## config.mk

```make
export PLATFORM = sky130hd
export DESIGN_NAME = cla_word_sequencer
export DESIGN_NICKNAME = d
export VERILOG_FILES = /design/src/rtl/cla_word_sequencer.sv
export SDC_FILE = /design/constraint.sdc
export NUM_CORES = 1
export LEC_CHECK = 0
export CORE_ASPECT_RATIO = 0.6
export CORE_MARGIN = 2
export CORE_UTILIZATION = 46
export CTS_CLUSTER_SIZE = 10
export DETAILED_ROUTE_END_ITERATION = 6
export PLACE_DENSITY = 0.81
export REMOVE_ABC_BUFFERS = 1
export SKIP_CTS_REPAIR_TIMING = 1
export SLEW_MARGIN = 15
export SYNTH_ARGS = -nofsm -noshare
export SYNTH_HDL_FRONTEND = slang
export SYNTH_SLANG_ARGS = --single-unit
```

## constraint.sdc

```tcl
create_clock -name clk -period 4.9 [get_ports clk]
set_clock_uncertainty 0.05 [all_clocks]
set_input_delay 1.47 -clock clk [delete_from_list [all_inputs] [get_ports clk]]
set_output_delay 1.47 -clock clk [all_outputs]
set_load 0.1 [all_outputs]
```

## src/rtl/cla_word_sequencer.sv

```systemverilog
// Multi-precision add/subtract over one shared 16-bit CLA, LSW first; out_valid rises WORDS cycles after accept.
// Backpressure: result is held in DONE until out_ready; in_ready is high only in IDLE, commands are never queued.
module CLA16bit (
    input  logic [15:0] A,
    input  logic [15:0] B,
    input  logic        Cin,
    output logic [15:0] S,
    output logic        Cout,
    output logic        PG,
    output logic        GG
);
    logic [15:0] p;
    logic [15:0] g;
    logic [3:0]  bp;
    logic [3:0]  bg;
    logic [4:0]  bc;
    logic [16:0] c;

    assign p = A ^ B;
    assign g = A & B;

    always_comb begin
        for (int k = 0; k < 4; k++) begin
            bp[k] = &p[4*k +: 4];
            bg[k] = g[4*k+3] | (p[4*k+3] & g[4*k+2]) | (p[4*k+3] & p[4*k+2] & g[4*k+1])
                  | (p[4*k+3] & p[4*k+2] & p[4*k+1] & g[4*k]);
        end
    end

    // Second-level lookahead across the four 4-bit groups
    assign bc[0] = Cin;
    assign bc[1] = bg[0] | (bp[0] & Cin);
    assign bc[2] = bg[1] | (bp[1] & bg[0]) | (bp[1] & bp[0] & Cin);
    assign bc[3] = bg[2] | (bp[2] & bg[1]) | (bp[2] & bp[1] & bg[0]) | (bp[2] & bp[1] & bp[0] & Cin);
    assign bc[4] = bg[3] | (bp[3] & bg[2]) | (bp[3] & bp[2] & bg[1]) | (bp[3] & bp[2] & bp[1] & bg[0])
                 | (bp[3] & bp[2] & bp[1] & bp[0] & Cin);

    always_comb begin
        c = '0;
        for (int k = 0; k < 4; k++) begin
            c[4*k] = bc[k];
            for (int j = 0; j < 3; j++)
                c[4*k+j+1] = g[4*k+j] | (p[4*k+j] & c[4*k+j]);
        end
        c[16] = bc[4];
    end

    assign S    = p ^ c[15:0];
    assign Cout = bc[4];
    assign PG   = &bp;
    assign GG   = bg[3] | (bp[3] & bg[2]) | (bp[3] & bp[2] & bg[1]) | (bp[3] & bp[2] & bp[1] & bg[0]);
endmodule

module cla_word_sequencer #(
    parameter int WORDS = 4
) (
    input  logic                  clk,
    input  logic                  rst_n,
    input  logic                  in_valid,
    output logic                  in_ready,
    input  logic [16*WORDS-1:0]   A,
    input  logic [16*WORDS-1:0]   B,
    input  logic                  Cin,
    input  logic                  Sub,
    output logic [16*WORDS-1:0]   S,
    output logic                  Cout,
    output logic                  Ovf,
    output logic                  Zero,
    output logic                  AllProp,
    output logic                  out_valid,
    input  logic                  out_ready
);
    localparam int W  = 16 * WORDS;
    localparam int IW = $clog2(WORDS);

    typedef enum logic [1:0] {IDLE, RUN, DONE} state_t;

    state_t          state;
    state_t          state_nxt;
    logic [W-1:0]    a_reg;
    logic [W-1:0]    beff_reg;
    logic [IW-1:0]   idx;
    logic            carry;
    logic            prop;
    logic            last;
    logic [15:0]     cla_s;
    logic            cla_cout;
    logic            cla_pg;
    logic            cla_gg;
    logic            unused_gg;

    assign last      = (idx == IW'(WORDS - 1));
    assign unused_gg = cla_gg;

    CLA16bit u_cla (
        .A    (a_reg[{idx, 4'b0000} +: 16]),
        .B    (beff_reg[{idx, 4'b0000} +: 16]),
        .Cin  (carry),
        .S    (cla_s),
        .Cout (cla_cout),
        .PG   (cla_pg),
        .GG   (cla_gg)
    );

    always_ff @(posedge clk or negedge rst_n) begin
        if (!rst_n) state <= IDLE;
        else        state <= state_nxt;
    end

    always_comb begin
        state_nxt = state;
        case (state)
            IDLE:    if (in_valid)  state_nxt = RUN;
            RUN:     if (last)      state_nxt = DONE;
            DONE:    if (out_ready) state_nxt = IDLE;
            default:                state_nxt = IDLE;
        endcase
    end

    always_comb begin
        in_ready  = (state == IDLE);
        out_valid = (state == DONE);
    end

    always_ff @(posedge clk or negedge rst_n) begin
        if (!rst_n) begin
            a_reg    <= '0;
            beff_reg <= '0;
            idx      <= '0;
            carry    <= 1'b0;
            prop     <= 1'b0;
            S        <= '0;
            Cout     <= 1'b0;
            Ovf      <= 1'b0;
            AllProp  <= 1'b0;
        end else begin
            case (state)
                IDLE: if (in_valid) begin
                    a_reg    <= A;
                    beff_reg <= B ^ {W{Sub}};
                    carry    <= Cin ^ Sub;
                    idx      <= '0;
                    prop     <= 1'b1;
                end
                RUN: begin
                    S[{idx, 4'b0000} +: 16] <= cla_s;
                    carry <= cla_cout;
                    prop  <= prop & cla_pg;
                    if (last) begin
                        Cout    <= cla_cout;
                        Ovf     <= (a_reg[W-1] == beff_reg[W-1]) & (cla_s[15] != a_reg[W-1]);
                        AllProp <= prop & cla_pg;
                    end else begin
                        idx <= idx + 1'b1;
                    end
                end
                default: ;
            endcase
        end
    end

    assign Zero = ~|S;
endmodule

```

# Word-level counts from Yosys, hierarchy flattened
# Cells that the tools add are included.
# classes
n_addsub	2
n_eq_ne	9
shifts	4
muxes	12
n_bitwise	89
reduce_logical	14
# op_table
operator	n
indexed part select 64 x 7 -> 16 bit	2
bitwise mux 64 bit	1
OR reduction 64 bit	1
variable shift 16 x 8 -> 64 bit, first input constant	1
indexed part select 16 x 8 -> 64 bit	1
XOR 64 bit	1
bitwise AND 1 bit	50
bitwise OR 1 bit	34
XOR 16 bit	2
bitwise AND 16 bit	1
AND reduction 16 bit	1
AND reduction 4 bit	4
2-to-1 mux 2 bit	5
negation 6 -> 8 bit	1
!= test 2 bit, second input constant	3
one-hot mux 2 bit (3 select lines)	1
AND reduction 2 bit	3
AND reduction 3 bit	2
equality test 2 bit, second input constant	2
one-hot mux 1 bit (2 select lines)	2
one-hot mux 2 bit (2 select lines)	1
adder 2 x 1 -> 2 bit, second input constant	1
equality test 2 x 1 -> 1 bit, second input constant	1
logical NOT 2 bit	1
7 further kinds	8
# word_totals
register_bits	201
in_bits	134
output_inout_bits	70

# Depth between registers and ports, before layout
# depth
ltp_word	19
depth_mapped	16
mapped_depth_nobuf	14

# Modules after synthesis
# From an unflattened synthesis, not the netlist that was laid out.
# hier_totals
cells_unflattened	747
hier_area_um2	9710.6
# by_module_without_submodules
mod	instances	cells_per_inst	area_each_um2
cla_word_sequencer	1	666	8964.8
CLA16bit	1	81	745.7

# Worst setup path before layout
# OpenSTA, ideal clock, no wires.
# synth_timing
path_kind	register -> output
start	reg S[7]
end	out Zero
arrival_ns	4.174
required_ns	3.380
path_slack_ns	-0.794
stages_incl_launch_ff	4
n_path_buf	0
path_cell_list	dfrtp_1 -> nor4_1 -> nand4_1 -> nor4_1
# synth_via
elab_chain_cells	2
# synth_lines
element	line_no	rtl
start: declaration	65	output logic [16*WORDS-1:0] S,
start signal: indexed assignment	146	S[{idx, 4'b0000} +: 16] <= cla_s;
OR reduction 64 bit	162	assign Zero = ~|S;
logical NOT 1 bit	162	
end: declaration	68	output logic Zero,
# Every way passes these cells.

# Worst setup path in the final report
# layout_timing
start	reg idx[0]
end	reg Ovf
# layout_via
elab_chain_cells	19
elab_cells_between_ends	50
cone_classes	2 x eq/ne; 2 x shift; 42 x bitwise; 4 x reduce/logical
# layout_lines
element	line_no	rtl
start: declaration	82	logic [IW-1:0] idx;
start signal: assignment	154	idx <= idx + 1'b1;
indexed part select 64 x 7 -> 16 bit, on equally long branches	96, 97	
XOR 16 bit / bitwise AND 16 bit (equally long branches)	19, 20	
bitwise AND 1 bit, on equally long branches	25, 26	
bitwise OR 1 bit (tied with other cells)	25	bg[k] = g[4*k+3] | (p[4*k+3] & g[4*k+2]) | (p[4*k+3] & p[4*k+2] & g[4*k+1])
bitwise OR 1 bit / bitwise AND 1 bit (equally long branches)	25, 26	
bitwise OR 1 bit	26	| (p[4*k+3] & p[4*k+2] & p[4*k+1] & g[4*k]);
bitwise AND 1 bit	34	assign bc[3] = bg[2] | (bp[2] & bg[1]) | (bp[2] & bp[1] & bg[0]) | (bp[2] & bp[1] & bp[0] & Cin);
bitwise OR 1 bit (3 in a row)	34	
bitwise AND 1 bit	43	c[4*k+j+1] = g[4*k+j] | (p[4*k+j] & c[4*k+j]);
bitwise OR 1 bit	43	
bitwise AND 1 bit	43	
bitwise OR 1 bit	43	
bitwise AND 1 bit	43	
bitwise OR 1 bit	43	
XOR 16 bit	48	assign S = p ^ c[15:0];
!= test 1 bit	151	Ovf <= (a_reg[W-1] == beff_reg[W-1]) & (cla_s[15] != a_reg[W-1]);
bitwise AND 1 bit	151	
end signal: assignment	151	
end: declaration	67	output logic Ovf,
# Several ways; a longest one is shown, not always the timed one.
# A chain may end at the register's enable or synchronous reset.

==> summary.txt <==
Floorplanning
  • Die Wd: 190.7 µm
  • DIE HEIGHT: 116.0 µm
  • Initial Utilization: 0.4747
  • Die area: 22130 µm²
  • Row cnt: 40
  • IO Pins: 204
  • CORE AREA: 20270 µm²

Timing
  • Fin crit share: 0.9238
  • Relative slew slack: 0.2995
  • RSZ-0062 raised after global routing: no
  • Worst-Margin Slew: 1.048 ns
  • Final hold vios: 0
  • Fmax: 220.9 MHz
  • Final worst slack: 0.3735 ns
  • Final setup fails: 0
  • Setup TNS: 0 ns
  • Max-slew violations: 0
  • Min cycle time layout: 4.526 ns

Detailed routing
  • WL/cell: 18.40 µm
  • Routed Wire Length: 26020 µm
  • First-pass DRT Iterations: 5
  • Post-route antenna net violation count: 0
  • DRT iter0 DRCs: 550
  • DR vias: 7544
  • Remaining DRCs: 0
  • Routed vias/inst: 5.335

CTS
  • TritonCTS Buffers: 24
  • Sink Count: 201
  • Clk Latency, worst-skew pair: 0.50 ns
  • Clk slew on worst S/H paths: 0.06 ns
  • H-tree depth: 1
  • Clock buffer depth: 3
  • Clock root buffer: clkbuf_16
  • CTS tree: done

Placed design
  • I/O Buffers: 203
  • DP Area: 11870 µm²
  • Placer Congestion: 0.8234
  • Dpl hpwl: 19220 µm
  • Worst slack, placed: 0.1709 ns
  • Cells after DPL: 1385

Setup path
  • Arrival @ worst endpoint: 4.87 ns
  • WP data required: 5.24 ns
  • Critical path endpoint category: flop
  • CP Launch Type: flop
  • Reg2reg setup slack: 0.37 ns
  • CP Class: reg2reg
  • Worst-path maximum fanout: 16

Cells and area
  • Fill cells: 1674
  • Area Growth Syn to Fin: 30.23%
  • Multi-input combinational cell area: 4258 µm²
  • Cell Count, Final, Fillers Out: 1414
  • Commonest non-fill, non-tap cell in the layout: nand2_1
  • Register area: 5035 µm²
  • N_diodes: 0
  • Post-route cell area: 12530 µm²
  • Most frequent cells in the layout: 329 x nand2_1, 200 x clkdlybuf4s50_1, 199 x dfrtp_1
  • Final Net Count: 1306
  • Share of post-route cells with drive strength above 1: 0.08238

Global route
  • Met3 GRT Util: 0.05603
  • GRT busiest layer: met1
  • First-pass GRT wire length: 41110 µm
  • GRT Total Usage: 0.2426
  • Pin count of the biggest net entering global routing: 124
  • Met1 Track Usage GR: 0.3705
  • Initial antenna violation count: 0
  • Met2 Use GR: 0.3585
  • Grt ovf: 0
  • Number of global-route vias before repair: 7450

Pwr
  • Clock power share: 0.159
  • LEAKAGE: 0.005629 µW
  • Sw Pwr: 4538 µW
  • Sw Ratio: 0.4742
  • Worst VDD drop: 0.4796 mV
  • Final Power: 9570 µW
  • Internal power: 5031 µW
  • Comb pwr share: 0.544
  • Sequential group share of total power: 0.296
  • Pwr dens: 763.7 nW/µm²

Logic synthesis
  • Multiplexer area fraction after synthesis: 0.07607
  • Post-synthesis simple-gate area fraction: 0.1605
  • Biggest area consumer among synthesized cells: dfrtp_1
  • Yosys warns: 0
  • Gate Count Post-Synth: 951
  • Synth Area in Adders: 0.05358
  • Flops & latches, synth: 201
  • Synth Area in Compound Gates: 0.08778
  • Post-Syn Area per Cell: 10.12 µm²
  • Cell variety after synth: 42
  • Mapped Area: 9622 µm²
  • Xor/xnor share of the synthesized area: 0.06281
  • Largest family of logic cells by synthesized area: simple AND/OR/NAND/NOR gates
  • Synth top area share: 0.5228
  • Seq/Total Area, Yosys: 0.5228
  • Top cells by area, synth: dfrtp_1 52%, nand2_1 13%, mux4_2 7.5%, o21ai_0 6.4%, xnor2_1 6.0%

Job
  • Max_cap viols: 0

Min path
  • HP Class: reg2reg

Run status
  • Status: finished clean
power by group through the flow:
stage | Clock (µW) | Combinational [µW] | Sequential [µW]
final | 1530 | 5210 | 2840
after CTS | 1550 | 5140 | 2830
after floorplan | 0 | 2640 | 3600
after detailed placement | 0 | 5120 | 2850
after global routing | 1620 | 5650 | 2910
after global placement | 0 | 4980 | 2830
path summary, 6_finish.rpt:
path                                start   endpoint  depth (start not counted)
worst max-delay path               idx[0]        Ovf                         15
worst min-delay path            a_reg[58]  a_reg[58]                          2
worst max register to register     idx[0]        Ovf                         15
worst min register to register  a_reg[58]  a_reg[58]                          2
max in group asynchronous           rst_n      S[20]                          2
min in group asynchronous           rst_n      S[35]                          1
per-stage QoR:
| step | hold WS, ns | util |
|---|---|---|
| 4_1_cts | 0.4222 | 0.6174 |
| 3_3_place_gp | 0.4017 | 0.5856 |
| 5_1_grt | 0.4370 | 0.6182 |
| 6_report | 0.4160 | 0.6182 |
| 3_5_place_dp | 0.4083 | 0.5856 |
| 2_1_floorplan | 0.3903 | - |
layer usage:
metal / part of all wire / routed length, µm / vias to the layer above
li1: - / - / 3532
met1: 0.47 / 12300 / 3684
met2: 0.42 / 11040 / 304
met3: 0.090 / 2339 / 24
met4: 0.013 / 329 / 0
met5: 0 / 0 / -
logic make-up (layout without fill, tap and decap cells):
group,after synthesis,in the layout
simple gates,379,379
flops,201,201
compound gates,153,153
buf+inv,82,272
xor+xnor,69,69
fa+ha+maj,34,34
mux,33,33
cell type report:
type	count	share of cell area
multi-input combinational	668	0.3398
inverter	28	0.008387
sequential	201	0.4018
tap	273	0.02726
timing repair buffer	215	0.1712
clock inverter	1	0.0006989
clock buffer	28	0.05082
cell usage after synthesis:
master,instances
o21ba_2,2
or4_1,2
o21ai_0,124
nor3_1,1
nor2_1,7
clkbuf_1,27
a21oi_1,5
nand4_1,9
a311oi_1,1
o21ai_2,10
and2_1,2
or2b_1,1
or3b_1,1
nor2b_2,1
and3_1,3
nand4b_1,1
nand3_1,1
buf_2,20
mux4_2,32
a221oi_1,1
dfrtp_1,201
nor4_1,18
ha_1,22
a21o_1,3
mux2_2,1
a211oi_1,1
nand2b_1,1
buf_6,2
buf_1,4
a221o_1,1
a22oi_1,1
o21ai_1,1
inv_1,28
buf_4,1
o22a_1,1
or3_1,1
xor2_1,3
a31oi_1,2
nand2_1,329
nand2_4,1
xnor2_1,66
fa_1,12
critical path: stages (launching register included):
cell and delay (ns):
dfrtp_4 0.64, buf_4 0.24, mux4_2 0.54, ha_1 0.35, and3_1 0.18, a221o_1 0.36
o21ba_2 0.27, o21ba_2 0.16, fa_1 0.19, fa_1 0.17, inv_1 0.07, fa_1 0.47
xnor2_2 0.28, and3_1 0.19, nor2_1 0.04, o21ai_0 0.21
Power figures use the tool's default switching activity.
